`config.mk`:
```
export PLATFORM = sky130hd
export DESIGN_NAME = text_streamer_flat
export DESIGN_NICKNAME = d
export VERILOG_FILES = /design/src/rtl/text_streamer_pkg.sv /design/src/rtl/text_streamer_if.sv /design/src/rtl/text_streamer_skid_buf.sv /design/src/rtl/text_streamer.sv /design/src/flat_wrapper.sv
export SDC_FILE = /design/constraint.sdc
export NUM_CORES = 1
export LEC_CHECK = 0
export ABC_AREA = 1
export CORE_MARGIN = 2
export CORE_UTILIZATION = 35
export DETAILED_ROUTE_END_ITERATION = 12
export GPL_ROUTABILITY_DRIVEN = 1
export HOLD_SLACK_MARGIN = 0.06
export PLACE_DENSITY = 0.58
export SLEW_MARGIN = 20
export SYNTH_ARGS = -nofsm -noshare
export SYNTH_HDL_FRONTEND = slang
export SYNTH_HIERARCHICAL = 1
export SYNTH_SLANG_ARGS = --single-unit
```
`constraint.sdc`:
```
create_clock -name clk -period 3 [get_ports clk]
set_input_delay 0.6 -clock clk [delete_from_list [all_inputs] [get_ports clk]]
set_output_delay 0.6 -clock clk [all_outputs]
set_load 0.01 [all_outputs]
```
`src/rtl/text_streamer_pkg.sv`:
```
`default_nettype none
// =============================================================================
// text_streamer_pkg : shared state encoding and pipeline constants
// Rev 1.0
// =============================================================================
package text_streamer_pkg;

   typedef enum logic [1:0] {
      ST_IDLE   = 2'd0,
      ST_STREAM = 2'd1,
      ST_DRAIN  = 2'd2,
      ST_DONE   = 2'd3
   } state_t;

   localparam int MEM_LAT    = 1;
   localparam int SKID_DEPTH = 2;

endpackage
`default_nettype wire

```
`src/rtl/text_streamer_if.sv`:
```
`default_nettype none
// =============================================================================
// text_streamer_if : memory read port plus valid/ready output stream
// Rev 1.0
// =============================================================================
interface text_streamer_if #(
   parameter int DATA_W = 8,
   parameter int ADDR_W = 8
);
   logic [ADDR_W-1:0] mem_addr;
   logic              mem_rd_en;
   logic [DATA_W-1:0] mem_q;
   logic [DATA_W-1:0] m_data;
   logic              m_valid;
   logic              m_ready;
   logic              m_last;

   modport master (
      output mem_addr, mem_rd_en, m_data, m_valid, m_last,
      input  mem_q, m_ready
   );

   modport slave (
      input  mem_addr, mem_rd_en, m_data, m_valid, m_last,
      output mem_q, m_ready
   );
endinterface
`default_nettype wire

```
`src/rtl/text_streamer_skid_buf.sv`:
```
`default_nettype none
// =============================================================================
// text_streamer_skid_buf : 2-entry FIFO absorbing the memory read latency
// Rev 1.0
// =============================================================================
module text_streamer_skid_buf #(
   parameter int WIDTH = 9,
   parameter int DEPTH = 2
) (
   input  wire logic             clk,
   input  wire logic             reset,
   input  wire logic             flush_i,
   input  wire logic             push_i,
   input  wire logic [WIDTH-1:0] push_data_i,
   input  wire logic             pop_i,
   output logic      [WIDTH-1:0] pop_data_o,
   output logic      [1:0]       count_o,
   output logic                  empty_o,
   output logic                  full_o
);
   logic [WIDTH-1:0] data_q [2];
   logic             wr_ptr_q;
   logic             rd_ptr_q;
   logic [1:0]       count_q;

   always_ff @(posedge clk or posedge reset) begin
      if (reset) begin
         for (int i = 0; i < 2; i++) data_q[i] <= '0;
         wr_ptr_q <= 1'b0;
         rd_ptr_q <= 1'b0;
         count_q  <= 2'd0;
      end else if (flush_i) begin
         wr_ptr_q <= 1'b0;
         rd_ptr_q <= 1'b0;
         count_q  <= 2'd0;
      end else begin
         if (push_i) begin
            data_q[wr_ptr_q] <= push_data_i;
            wr_ptr_q         <= ~wr_ptr_q;
         end
         if (pop_i) rd_ptr_q <= ~rd_ptr_q;
         count_q <= count_q + {1'b0, push_i} - {1'b0, pop_i};
      end
   end

   assign pop_data_o = data_q[rd_ptr_q];
   assign count_o    = count_q;
   assign empty_o    = (count_q == 2'd0);
   assign full_o     = (count_q == 2'(DEPTH));
endmodule
`default_nettype wire

```
`src/rtl/text_streamer.sv`:
```
`default_nettype none
// =============================================================================
// text_streamer : streams an address window of a sync RAM/ROM as valid/ready
// Rev 1.0
// =============================================================================
module text_streamer
   import text_streamer_pkg::*;
#(
   parameter int DATA_W     = 8,
   parameter int ADDR_W     = 8,
   parameter int START_ADDR = 0,
   parameter int END_ADDR   = 255,
   parameter int CNT_W      = 16
) (
   input  wire logic             clk,
   input  wire logic             reset,
   input  wire logic             start_i,
   input  wire logic             abort_i,
   input  wire logic             loop_en_i,
   text_streamer_if.master       bus,
   output logic                  busy_o,
   output logic                  done_o,
   output logic      [CNT_W-1:0] words_sent_o
);
   state_t             state_q, state_d;
   logic [ADDR_W-1:0]  addr_q, addr_d;
   logic [MEM_LAT-1:0] lat_q, lat_d;
   logic [MEM_LAT-1:0] tag_q, tag_d;
   logic [CNT_W-1:0]   words_q, words_d;

   logic               w_rd_en;
   logic               w_pop;
   logic               w_empty;
   logic               w_full;
   logic [1:0]         w_count;
   logic [DATA_W:0]    w_head;
   logic               w_at_end;
   int                 w_credit;

   assign w_pop    = !w_empty && bus.m_ready;
   assign w_at_end = (addr_q == ADDR_W'(END_ADDR));
   // Occupancy the buffer will have after this edge if no new read is issued.
   assign w_credit = int'(w_count) + $countones(lat_q) - int'(w_pop);

   always_comb begin
      state_d = state_q;
      addr_d  = addr_q;
      lat_d   = lat_q << 1;
      tag_d   = tag_q << 1;
      words_d = w_pop ? words_q + CNT_W'(1) : words_q;
      w_rd_en = 1'b0;
      if (abort_i) begin
         state_d = ST_IDLE;
         addr_d  = ADDR_W'(START_ADDR);
         lat_d   = '0;
         tag_d   = '0;
      end else begin
         case (state_q)
            ST_IDLE, ST_DONE: begin
               if (start_i) begin
                  state_d = ST_STREAM;
                  addr_d  = ADDR_W'(START_ADDR);
                  words_d = '0;
               end
            end
            ST_STREAM: begin
               if (w_credit < SKID_DEPTH && !(w_full && !w_pop)) begin
                  w_rd_en = 1'b1;
                  lat_d   = lat_d | MEM_LAT'(1);
                  tag_d   = tag_d | MEM_LAT'(w_at_end);
                  if (w_at_end) begin
                     addr_d = ADDR_W'(START_ADDR);
                     if (!loop_en_i) state_d = ST_DRAIN;
                  end else begin
                     addr_d = addr_q + ADDR_W'(1);
                  end
               end
            end
            ST_DRAIN: begin
               // Finish on the same edge that hands off the final word.
               if (w_credit == 0) state_d = ST_DONE;
            end
            default: state_d = ST_IDLE;
         endcase
      end
   end

   always_ff @(posedge clk or posedge reset) begin
      if (reset) begin
         state_q <= ST_IDLE;
         addr_q  <= ADDR_W'(START_ADDR);
         lat_q   <= '0;
         tag_q   <= '0;
         words_q <= '0;
      end else begin
         state_q <= state_d;
         addr_q  <= addr_d;
         lat_q   <= lat_d;
         tag_q   <= tag_d;
         words_q <= words_d;
      end
   end

   text_streamer_skid_buf #(
      .WIDTH (DATA_W + 1),
      .DEPTH (SKID_DEPTH)
   ) u_skid (
      .clk         (clk),
      .reset       (reset),
      .flush_i     (abort_i),
      .push_i      (lat_q[MEM_LAT-1]),
      .push_data_i ({tag_q[MEM_LAT-1], bus.mem_q}),
      .pop_i       (w_pop),
      .pop_data_o  (w_head),
      .count_o     (w_count),
      .empty_o     (w_empty),
      .full_o      (w_full)
   );

   assign bus.mem_addr  = addr_q;
   assign bus.mem_rd_en = w_rd_en;
   assign bus.m_data    = w_head[DATA_W-1:0];
   assign bus.m_last    = w_head[DATA_W];
   assign bus.m_valid   = !w_empty;
   assign busy_o        = (state_q == ST_STREAM) || (state_q == ST_DRAIN);
   assign done_o        = (state_q == ST_DONE);
   assign words_sent_o  = words_q;
endmodule
`default_nettype wire
```
`src/flat_wrapper.sv`:
```
// flat-port wrapper written by rule: the top's interface ports become plain ports
module text_streamer_flat import text_streamer_pkg::*;
#(
   parameter int DATA_W     = 8,
   parameter int ADDR_W     = 8,
   parameter int START_ADDR = 0,
   parameter int END_ADDR   = 255,
   parameter int CNT_W      = 16
)
  (clk, reset, start_i, abort_i, loop_en_i, busy_o, done_o, words_sent_o, bus_mem_addr, bus_mem_rd_en, bus_m_data, bus_m_valid, bus_m_last, bus_mem_q, bus_m_ready);
  text_streamer_if #(.DATA_W(DATA_W), .ADDR_W(ADDR_W)) bus_i ();
  input  wire logic clk;
  input  wire logic reset;
  input  wire logic start_i;
  input  wire logic abort_i;
  input  wire logic loop_en_i;
  output logic busy_o;
  output logic done_o;
  output logic      [CNT_W-1:0] words_sent_o;
  output wire logic [$bits(bus_i.mem_addr)-1:0] bus_mem_addr;
  output wire logic [$bits(bus_i.mem_rd_en)-1:0] bus_mem_rd_en;
  output wire logic [$bits(bus_i.m_data)-1:0] bus_m_data;
  output wire logic [$bits(bus_i.m_valid)-1:0] bus_m_valid;
  output wire logic [$bits(bus_i.m_last)-1:0] bus_m_last;
  input wire logic [$bits(bus_i.mem_q)-1:0] bus_mem_q;
  input wire logic [$bits(bus_i.m_ready)-1:0] bus_m_ready;
  assign bus_mem_addr = bus_i.mem_addr;
  assign bus_mem_rd_en = bus_i.mem_rd_en;
  assign bus_m_data = bus_i.m_data;
  assign bus_m_valid = bus_i.m_valid;
  assign bus_m_last = bus_i.m_last;
  assign bus_i.mem_q = bus_mem_q;
  assign bus_i.m_ready = bus_m_ready;
  text_streamer #(.DATA_W(DATA_W), .ADDR_W(ADDR_W), .START_ADDR(START_ADDR), .END_ADDR(END_ADDR), .CNT_W(CNT_W)) u_core (.clk(clk), .reset(reset), .start_i(start_i), .abort_i(abort_i), .loop_en_i(loop_en_i), .bus(bus_i), .busy_o(busy_o), .done_o(done_o), .words_sent_o(words_sent_o));
endmodule
```
==> impl_metrics.env <==
export IMPL_period_needed_ns=2.927
export IMPL_cts_buffers_inserted=5
export IMPL_area_delta_synth_final_pct=31.41
export IMPL_drtPass1Iterations=4
export IMPL_cp_arrival_ns=2.33
export IMPL_cp_max_fo=2
export IMPL_p_comb_share_pct=49.2
export IMPL_fin_area_um2=3742
export IMPL_n_fill_cell=775
export IMPL_cts_tree="built"
export IMPL_period_share_pct=97.57
export IMPL_synthCells=353
export IMPL_finClkSkew_ns=0.007862
export IMPL_final_common_cell="nand2_1"
export IMPL_grt_max_degree=29
export IMPL_crit_path_start_kind="flop"
export IMPL_via_per_inst=4.606
export IMPL_core_rowCount=32
export IMPL_sw_frac_of_total_pct=36.85
export IMPL_wl_per_cell_um=11.71
export IMPL_cp_required_ns=2.40
export IMPL_path_clk_slew_ns=0.09
export IMPL_synth_area_um2=2848
export IMPL_die_w_um=94.20
export IMPL_whs_ns=0.4864
export IMPL_crit_path_end_kind="output pin"
export IMPL_grt_pass1_wl_um=11000
export IMPL_vias=2446
export IMPL_h_tree_depth=2
export IMPL_cts_buffer_depth=2
export IMPL_placed_area_um2=3525
export IMPL_die_y_um=94.20
export IMPL_dieArea_um2=8874
export IMPL_drc_errors=0
export IMPL_clock_power_share_pct=17.9
export IMPL_finalMaxSlewViolations=0
export IMPL_layout_common_cells="85 x nand2_1, 54 x inv_1, 50 x dfrtp_1, 47 x clkdlybuf4s50_1, 44 x nor2_1"
export IMPL_r2r_slack_ns=0.55
export IMPL_cts_sinks=50
export IMPL_hold_buffers=0
export IMPL_clock_fmax_mhz=341.6
export IMPL_p_int_w=0.001740
export IMPL_irDropWorstVdd_mv=0.3635
export IMPL_overflow=0
export IMPL_ys_seq_area_share_pct=43.94
export IMPL_p_switching_w=0.001015
export IMPL_place_hpwl_um=4525
export IMPL_syn_num_nets=376
export IMPL_min_path_type="reg -> reg"
export IMPL_finalHoldViolCount=0
export IMPL_max_slew_margin_pct=45.16
export IMPL_sequentialPowerShare_pct=32.9
export IMPL_antenna_cells=0
export IMPL_nNetsFinal=451
export IMPL_core_region_area_um2=7807
export IMPL_cts_root_buf="clkbuf_8"
export IMPL_routabilityCongestion=0.8343
export IMPL_grt_antenna_before_repair=0
export IMPL_synthDistinctLibCells=30
export IMPL_maxCapViolCount=0
export IMPL_p_leak_nw=1.844
export IMPL_ys_ff_latch=50
export IMPL_outcome="finished clean"
export IMPL_fin_total_pwr_w=0.002756
export IMPL_drtIter0Drc=80
export IMPL_dp_slack_ns=-0.5816
export IMPL_grt_pass1_vias=2382
export IMPL_grt_use_total_pct=15.37
export IMPL_start_util_pct=36.47
export IMPL_syn_avg_cell_area_um2=8.067
export IMPL_fin_ws_ns=0.07299
export IMPL_setup_viol=0
export IMPL_rsz0062_at_grt="yes"
export IMPL_detail_route_antenna_nets=0
export IMPL_io_buffer_count=50
export IMPL_finalWirelength_um=6219
export IMPL_insertion_delay_ns=0.31
export IMPL_critical_path_class="reg -> out"
export IMPL_power_density_nw_per_um2=736.4
export IMPL_drive_gt1_share_pct=19.11
export IMPL_worst_pin_slew_ns=0.8217
export IMPL_yosys_warnings=6
export IMPL_ios=51
## timing repair
| action | CTS | global route |
|---|---|---|
| pin swaps | 5 | 5 |
| gates resized for setup | 11 | 6 |
| buffers inserted | 8 | 2 |
| endpoints found under the setup margin | 1 | 2 |
| endpoints found under the hold margin | 0 | 0 |
## final cells by class
cell class                 instances  area [um^2]  area share, %
tap                              102        127.6          3.410
inverter                          58        217.7          5.817
timing repair buffer              73        675.6          18.05
clock inverter                     3        48.80          1.304
multi-input combinational        240         1353          36.14
clock buffer                       5        68.82          1.839
sequential                        50         1251          33.43
## per-layer routing
layer	GRT usage (%)	share of wire, %
met1	21.29	47
met2	25.65	48
met3	2.247	4.0
met4	3.019	0.63
met5	0	0
## path summary, 6_finish.rpt
check / from / to / cells past startpoint
worst max-delay path: u_core/u_skid/count_o[0] / bus_mem_rd_en / 12
worst min-delay path: u_core/u_skid/data_q[1] / u_core/u_skid/data_q[1] / 2
worst max register to register: u_core/u_skid/count_o[0] / u_core/bus.mem_addr[5] / 17
worst min register to register: u_core/u_skid/data_q[1] / u_core/u_skid/data_q[1] / 2
max in group asynchronous: reset / u_core/u_skid/count_o[0] / 2
min in group asynchronous: reset / u_core/words_sent_o[0] / 3
## power groups by stage
stage	sequential, W	clock (W)	combinational (W)
floorplan	0.000912	0	0.000733
global placement	0.000916	0	0.00116
detailed placement	0.000921	0	0.00118
CTS	0.000908	0.000511	0.00131
global route	0.000930	0.000538	0.00153
finish	0.000907	0.000492	0.00136
## metrics by stage
stage	cells	TNS, ns	util, %
2_1_floorplan	353	0	-
3_3_place_gp	513	-0.5637	45.14
3_5_place_dp	513	-0.6035	45.14
4_1_cts	529	0	47.55
5_1_grt	531	-0.1234	47.93
6_report	531	0	47.93
## flip-flops by register name (all words and copies together), names as in the netlist
signal	count
u_core/u_skid/data_q	18
u_core/u_skid/count_o	2
u_core/words_sent_o	16
u_core/tag_q	1
u_core/bus.mem_addr	8
u_core/u_skid/wr_ptr_q	1
u_core/u_skid/rd_ptr_q	1
u_core/lat_q	1
u_core/state_q	2
## kinds of logic after synthesis
family / share of synthesized area [%]
muxes: 3.559
adders and majority gates: 4.218
buffers and inverters: 9.358
DFF: 43.94
and+or+nand+nor: 27.94
xor gates and xnor gates: 0.9228
AOI/OAI and AO/OA: 10.06
## synth_stat cells
cell type   n  area [um^2]
buf_2       1        5.000
nor3_2      1        10.01
ha_1        8        100.1
nor3_4      1        16.27
nand2_1    87        326.6
nand3b_4    1        20.02
mux2_2      9        101.4
o21ai_0     8        40.04
nor3_1      4        20.02
xor2_1      2        17.52
nand2_2     2        12.51
xnor2_1     1        8.760
inv_2       1        3.750
dfrtp_1    50         1251
o21ai_1     1        5.000
fa_1        1        20.02
nand3_1    26        130.1
or2_2       2        12.51
buf_4       1        7.510
nand4_1     8        50.05
inv_1      57        214.0
a21oi_1     7        35.03
nand3_4     1        17.52
o21ai_2    21        183.9
nor2_1     45        168.9
clkbuf_8    1        13.76
buf_6       2        22.52
o21bai_1    2        15.01
nor2_4      1        11.26
a211oi_1    1        7.510
## worst max-delay path: stages, from the launching register on
cell	delay, ns
dfrtp_1	0.39
nor2_2	0.15
inv_2	0.06
nand2_2	0.08
xor2_1	0.17
ha_2	0.21
inv_2	0.04
fa_2	0.55
nand3_2	0.06
nand2_2	0.07
nand3_2	0.08
inv_2	0.08
buf_6	0.10
(Power assumes the default switching activity.)
